[config.mk]
export PLATFORM = sky130hd
export DESIGN_NAME = ifu_prefetch_swc
export DESIGN_NICKNAME = d
export VERILOG_FILES = /design/src/rtl/ifu_prefetch_swc.sv
export SDC_FILE = /design/constraint.sdc
export NUM_CORES = 1
export LEC_CHECK = 0
export ABC_AREA = 1
export BUFFER_PORTS_ARGS = -buffer_cell sky130_fd_sc_hd__buf_2
export CORE_MARGIN = 3
export CORE_UTILIZATION = 31
export CTS_BUF_LIST = sky130_fd_sc_hd__clkbuf_2
export CTS_CLUSTER_SIZE = 16
export DETAILED_ROUTE_END_ITERATION = 8
export SLEW_MARGIN = 20
export SYNTH_ARGS = -nofsm -noshare
export SYNTH_HDL_FRONTEND = slang
export SYNTH_SLANG_ARGS = --single-unit
export TNS_END_PERCENT = 10
[constraint.sdc]
create_clock -name hclk -period 2.41 [get_ports hclk]
set_input_delay 0.482 -clock hclk [delete_from_list [all_inputs] [get_ports hclk]]
set_output_delay 0.482 -clock hclk [all_outputs]
set_load 0.02 [all_outputs]
[src/rtl/ifu_prefetch_swc.sv]
`default_nettype none
// ============================================================================
// Module      : ifu_prefetch_swc
// Description : Instruction fetch unit. AHB-Lite read master that keeps a
//               DEPTH-entry prefetch queue filled with sequential words and
//               hands {pc, inst} to the decoder over a valid/ready handshake.
//               A pc_write redirect flushes the queue and kills in-flight
//               beats.
// Options     : `define IFU_FETCH_ERR_EN to record hresp errors in the queue
//               (fetch_err) and halt fetching until the next redirect.
// Revision    : 1.0 - initial release
// ============================================================================
module ifu_prefetch_swc #(
   parameter int              XLEN     = 32,
   parameter int              DEPTH    = 4,
   parameter logic [XLEN-1:0] RESET_PC = '0
) (
   input  logic            hclk,
   input  logic            hrstn,
   input  logic            hready,
   input  logic            hresp,
   input  logic [XLEN-1:0] hrdata,
   input  logic            pc_write,
   input  logic [XLEN-1:0] pc_wdata,
   input  logic            dec_ready,
   output logic [XLEN-1:0] haddr,
   output logic [1:0]      htrans,
   output logic            hwrite,
   output logic [XLEN-1:0] hwdata,
   output logic [2:0]      hsize,
   output logic [2:0]      hburst,
   output logic [6:0]      hprot,
   output logic            hmastlock,
   output logic            inst_valid,
   output logic [XLEN-1:0] inst_out,
   output logic [XLEN-1:0] pc,
   output logic            fetch_err,
   output logic            ifu_idle
);

   localparam int              c_AW         = (DEPTH > 1) ? $clog2(DEPTH) : 1;
   localparam int              c_CW         = $clog2(DEPTH + 1);
   localparam logic [c_CW:0]   c_DEPTH_W    = (c_CW + 1)'(DEPTH);
   localparam logic [XLEN-1:0] c_WORD       = XLEN'(4);
   localparam logic [XLEN-1:0] c_ALIGN_MASK = ~(XLEN'(3));
   localparam logic [1:0]      c_HTRANS_IDLE   = 2'b00;
   localparam logic [1:0]      c_HTRANS_NONSEQ = 2'b10;

   typedef enum logic [0:0] {
      S_FETCH = 1'b0,
      S_HALT  = 1'b1
   } state_t;

   state_t          r_state;
   state_t          w_state_nxt;

   // Address-phase and data-phase beat tracking. A beat is "live" while it
   // belongs to the current redirect epoch; redirects clear the live flags so
   // stale data completes on the bus but is never written.
   logic [XLEN-1:0] r_fetch_ptr;
   logic [XLEN-1:0] r_haddr;
   logic            r_ap_valid;
   logic            r_ap_live;
   logic            r_dp_valid;
   logic            r_dp_live;
   logic [XLEN-1:0] r_dp_addr;

   // Prefetch queue
   logic [XLEN-1:0] r_q_pc   [DEPTH];
   logic [XLEN-1:0] r_q_data [DEPTH];
   logic [DEPTH-1:0] r_q_err;
   logic [c_AW-1:0] r_rd_ptr;
   logic [c_AW-1:0] r_wr_ptr;
   logic [c_CW-1:0] r_count;

   logic            w_inst_valid;
   logic            w_beat_err;
   logic            w_push;
   logic            w_push_err;
   logic            w_pop;
   logic            w_issue;
   logic [c_CW:0]   w_occ;
   logic [XLEN-1:0] w_push_data;
   logic [XLEN-1:0] w_redirect_pc;

`ifdef IFU_FETCH_ERR_EN
   assign w_beat_err = hresp;
`else
   // Error responses are not recorded in this build; the data is taken as-is.
   assign w_beat_err = 1'b0 & hresp;
`endif

   assign w_inst_valid  = (r_count != '0);
   assign w_redirect_pc = pc_wdata & c_ALIGN_MASK;

   // Issue / push / pop decisions and next fetch state
   always_comb begin
      w_state_nxt = r_state;
      w_pop       = w_inst_valid & dec_ready & ~pc_write;
      w_push      = r_dp_valid & hready & r_dp_live & ~pc_write & (r_state == S_FETCH);
      w_push_err  = w_push & w_beat_err;
      w_push_data = w_beat_err ? '0 : hrdata;
      // Entries held plus beats still owed; a popped entry frees its slot now.
      w_occ       = {1'b0, r_count}
                  + {{c_CW{1'b0}}, r_ap_valid}
                  + {{c_CW{1'b0}}, r_dp_valid}
                  - {{c_CW{1'b0}}, w_pop};
      w_issue     = (r_state == S_FETCH) & hready & ~pc_write & ~w_push_err
                  & (w_occ < c_DEPTH_W);
      if (pc_write) begin
         w_state_nxt = S_FETCH;
      end
`ifdef IFU_FETCH_ERR_EN
      else if (w_push_err) begin
         w_state_nxt = S_HALT;
      end
`endif
   end

   // Fetch state register
   always_ff @(posedge hclk or negedge hrstn) begin
      if (!hrstn) begin
         r_state <= S_FETCH;
      end else begin
         r_state <= w_state_nxt;
      end
   end

   // AHB address/data pipeline; nothing moves while hready is low
   always_ff @(posedge hclk or negedge hrstn) begin
      if (!hrstn) begin
         r_fetch_ptr <= RESET_PC;
         r_haddr     <= RESET_PC;
         r_ap_valid  <= 1'b0;
         r_ap_live   <= 1'b0;
         r_dp_valid  <= 1'b0;
         r_dp_live   <= 1'b0;
         r_dp_addr   <= '0;
      end else begin
         if (hready) begin
            r_dp_valid <= r_ap_valid;
            r_dp_addr  <= r_haddr;
            r_dp_live  <= r_ap_live & ~pc_write;
            r_ap_valid <= w_issue;
            if (w_issue) begin
               r_haddr   <= r_fetch_ptr;
               r_ap_live <= 1'b1;
            end
         end else if (pc_write) begin
            // Held address phase cannot be withdrawn; just mark it stale.
            r_ap_live <= 1'b0;
            r_dp_live <= 1'b0;
         end
         if (pc_write) begin
            r_fetch_ptr <= w_redirect_pc;
         end else if (w_issue) begin
            r_fetch_ptr <= r_fetch_ptr + c_WORD;
         end
      end
   end

   // Prefetch queue storage and occupancy; redirect empties it
   always_ff @(posedge hclk or negedge hrstn) begin
      if (!hrstn) begin
         for (int i = 0; i < DEPTH; i++) begin
            r_q_pc[i]   <= RESET_PC;
            r_q_data[i] <= '0;
         end
         r_q_err  <= '0;
         r_rd_ptr <= '0;
         r_wr_ptr <= '0;
         r_count  <= '0;
      end else if (pc_write) begin
         r_rd_ptr <= '0;
         r_wr_ptr <= '0;
         r_count  <= '0;
      end else begin
         if (w_push) begin
            r_q_pc[r_wr_ptr]   <= r_dp_addr;
            r_q_data[r_wr_ptr] <= w_push_data;
            r_q_err[r_wr_ptr]  <= w_beat_err;
            r_wr_ptr           <= r_wr_ptr + 1'b1;
         end
         if (w_pop) begin
            r_rd_ptr <= r_rd_ptr + 1'b1;
         end
         if (w_push && !w_pop) begin
            r_count <= r_count + 1'b1;
         end else if (!w_push && w_pop) begin
            r_count <= r_count - 1'b1;
         end
      end
   end

   assign haddr      = r_haddr;
   assign htrans     = r_ap_valid ? c_HTRANS_NONSEQ : c_HTRANS_IDLE;
   assign hwrite     = 1'b0;
   assign hwdata     = '0;
   assign hsize      = 3'b010;
   assign hburst     = 3'b000;
   assign hprot      = 7'b000_0010;
   assign hmastlock  = 1'b0;

   assign inst_valid = w_inst_valid;
   assign inst_out   = w_inst_valid ? r_q_data[r_rd_ptr] : '0;
   assign pc         = r_q_pc[r_rd_ptr];
   assign fetch_err  = w_inst_valid & r_q_err[r_rd_ptr];
   assign ifu_idle   = ~w_inst_valid & ~r_ap_valid & ~r_dp_valid;

endmodule
`default_nettype wire
==> impl_metrics.csv <==
group,metric,value,unit
timing,tightest_slew,0.584,ns
setup_path,crit_type,"flip-flop to output port",
floorplanning,start_util,31.7,%
placed_design,hpwl,30100,um
setup_path,worstPathCellList,"buf_12, buf_4, buf_12, nor2_1, nor2_1, o21ai_0, a21oi_1, buf_4",
route,viasPerCell,4.80,
global_route,antenna_found_initial,2,
global_route,track_usage,17.5,%
setup_path,cp_slowest_cell,"dfrtp_4",
route,antenna_left,0,
global_route,grt_pass1_wl,79400,um
hold_path,hold_class,"input port to flip-flop",
placed_design,place.gp.congestion,0.947,
setup_path,startpoint_type,"flip-flop",
floorplanning,die_x,237,um
final_layout,final_core_util,40.0,%
timing,min_period,3.00,ns
setup_path,max_stage_delay,0.46,ns
clock_network,cts_tree,"done",
power_and_ir_drop,leakagePower,10.0,nW
clock_network,numCtsBuffers,92,
logic_synthesis,ys_warn_count,0,
timing,skew,0.0766,ns
clock_network,h-tree-depth,3,
logic_synthesis,synth_cell_type_count,32,
clock_network,clk_pin_slew,0.11,ns
route,drt-initial-drc-count,1132,
outcome,violations,"negative setup slack",
route,vias,14900,
logic_synthesis,synth_top_area_cell,"dfrtp_1",
floorplanning,io_pins,218,
timing,setup_viol,64,
setup_path,reg2reg_depth,17,
route,drc,0,
logic_synthesis,synth-seq-cells,353,
route,wl,49900,um
final_layout,area_growth,26.1,%
setup_path,arrival,2.52,ns
logic_synthesis,syn-instance-count,2046,
route,wl_per_cell,16.1,um
global_route,grt_pass1_vias,14700,
setup_path,cp_max_fo,11,
logic_synthesis,synth_area,16500,um^2
timing,rsz0062_at_grt,"yes",
setup_path,required,1.93,ns
clock_network,cts.sinks,353,
floorplanning,die_h,237,um
outcome,status,"finished, violations left",
power_and_ir_drop,vdd_drop_max,0.396,mV
timing,period_share,124,%
timing,finalWorstSetupSlack,-0.588,ns
hold_path,hold_depth,6,
timing,max_slew_margin,61.0,%
power_and_ir_drop,cellPowerDensity,959,nW/um^2
logic_synthesis,synthDominantCellAreaShare,53.6,%
timing,slew_violations,0,
job,max_cap_violations,0,
route,first_pass_iters,6,
floorplanning,dieArea,56000,um^2
logic_synthesis,avgSynthCellArea,8.06,um^2
power_and_ir_drop,finalPower,19.9,mW
floorplanning,num_rows,83,
final_layout,finalNetCount,2424,
placed_design,portBuffers,162,
timing,hold_viol,0,
final_layout,drive_gt1_share,19.3,%
final_layout,mostFrequentLayoutCell,"nand2_1",
logic_synthesis,ys_seq_area_share,53.6,%
floorplanning,coreArea,51900,um^2
clock_network,clk_latency,1.05,ns
setup_path,cp-end-kind,"output port",
clock_network,root_buffer,"clkbuf_2",
final_layout,final_cell_mix,"nand2_1, dfrtp_1, o21ai_0",
logic_synthesis,synth_top_cells_by_area,"dfrtp_1, nand2_1, o21ai_0",
global_route,grt_max_degree,74,
clock_network,clockBufferDepth,3,
timing,fmax,334,MHz
global_route,grt-ovfl-total,0,
-- sequential cells by signal, indices dropped and copies added (netlist names) --
name	flops
r_count	3
r_dp_valid	1
r_q_pc	120
r_rd_ptr	2
r_ap_valid	1
r_q_data	128
r_fetch_ptr	30
r_ap_live	1
haddr	30
r_wr_ptr	2
r_dp_addr	30
r_q_err	4
r_dp_live	1
-- synthesized netlist by cell type --
cell type,instances
nand2_1,549
o21ai_0,365
dfrtp_1,353
nor2_1,236
inv_1,111
o21ai_1,85
clkbuf_1,66
nand3_1,56
buf_4,55
a21oi_1,43
buf_2,37
o22ai_1,31
buf_6,11
ha_1,9
buf_1,6
inv_2,5
nand4_1,4
xor2_1,3
a21boi_0,2
conb_1,2
nand2_2,2
nor2_2,2
nor2_4,2
nor3_1,2
xnor2_1,2
a21boi_1,1
a21oi_2,1
clkinv_1,1
fa_1,1
nand2_4,1
nand3_2,1
o21ai_2,1
-- layout make-up --
cell class                 instances  area [um^2]
clock inverter                    25          133
clock buffer                     138          691
fill                            5334        31100
multi-input combinational       1451         6690
antenna                            4         10.0
tap                              680          851
inverter                         117          463
timing repair buffer             329         3100
sequential                       353         8840
-- per-stage QoR --
step	setup TNS, ns	instance area [um^2]	setup WS, ns	cells	hold slack [ns]
after floorplan	0	16700	0.00617	2096	0.186
after global placement	0	18100	0.00760	2821	0.461
after detailed placement	0	18100	0.00702	2821	0.468
after CTS	-45.10	20400	-0.769	3088	0.00115
after global routing	-51.03	20800	-0.814	3096	0.0479
final	-31.63	20800	-0.588	3097	0.183
-- report_power, final --
| group | switching, mW | leakage, nW | internal, mW | total, mW |
|---|---|---|---|---|
| Combinational | 4.88 | 4.61 | 3.14 | 8.03 |
| Sequential | 0.854 | 4.78 | 6.91 | 7.76 |
| Clock | 2.51 | 0.631 | 1.63 | 4.14 |
| Total | 8.25 | 10.0 | 11.7 | 19.9 |
-- cell families after synthesis --
| kind of cell | after synthesis | synth area share, % |
|---|---|---|
| xor+xnor | 5 | 0.266 |
| other cells | 2 | 0.0456 |
| flops | 353 | 53.6 |
| simple gates | 855 | 20.2 |
| compound gates | 529 | 16.4 |
| fa+ha+maj | 10 | 0.805 |
| buf+inv | 292 | 8.69 |
-- critical path: cells and delay by family (launching register included) --
| kind | cells | cell delay [ns] |
|---|---|---|
| buf+inv | 4 | 0.64 |
| flops | 1 | 0.46 |
| compound gates | 2 | 0.25 |
| simple gates | 2 | 0.13 |
-- worst paths after layout --
| check | from | end | slack [ns] |
|---|---|---|---|
| worst min-delay path | pc_write | r_fetch_ptr[6] | 0.18 |
| worst max register to register | r_count[2] | haddr[15] | 0.10 |
| worst min register to register | r_q_data[24] | r_q_data[24] | 0.49 |
| worst max-delay path | r_rd_ptr[0] | inst_out[14] | -0.59 |
| max in group asynchronous | hrstn | r_dp_addr[5] | 1.28 |
| min in group asynchronous | hrstn | r_q_data[52] | 0.66 |
-- layer usage --
metal	share of wire [%]	track usage [%]	vias up
li1	-	-	7188
met1	45	23.6	7074
met2	46	28.1	515
met3	7.2	4.16	96
met4	2.2	5.30	0
met5	0	0	-
-- repair_timing --
action,CTS,global route
endpoints found under the hold margin,542,0
buffers inserted,9,5
gates cloned,6,4
pin swaps,18,29
hold buffers,89,0
gates resized for setup,106,129
endpoints found under the setup margin,66,127
Power figures use the tool's default switching activity.
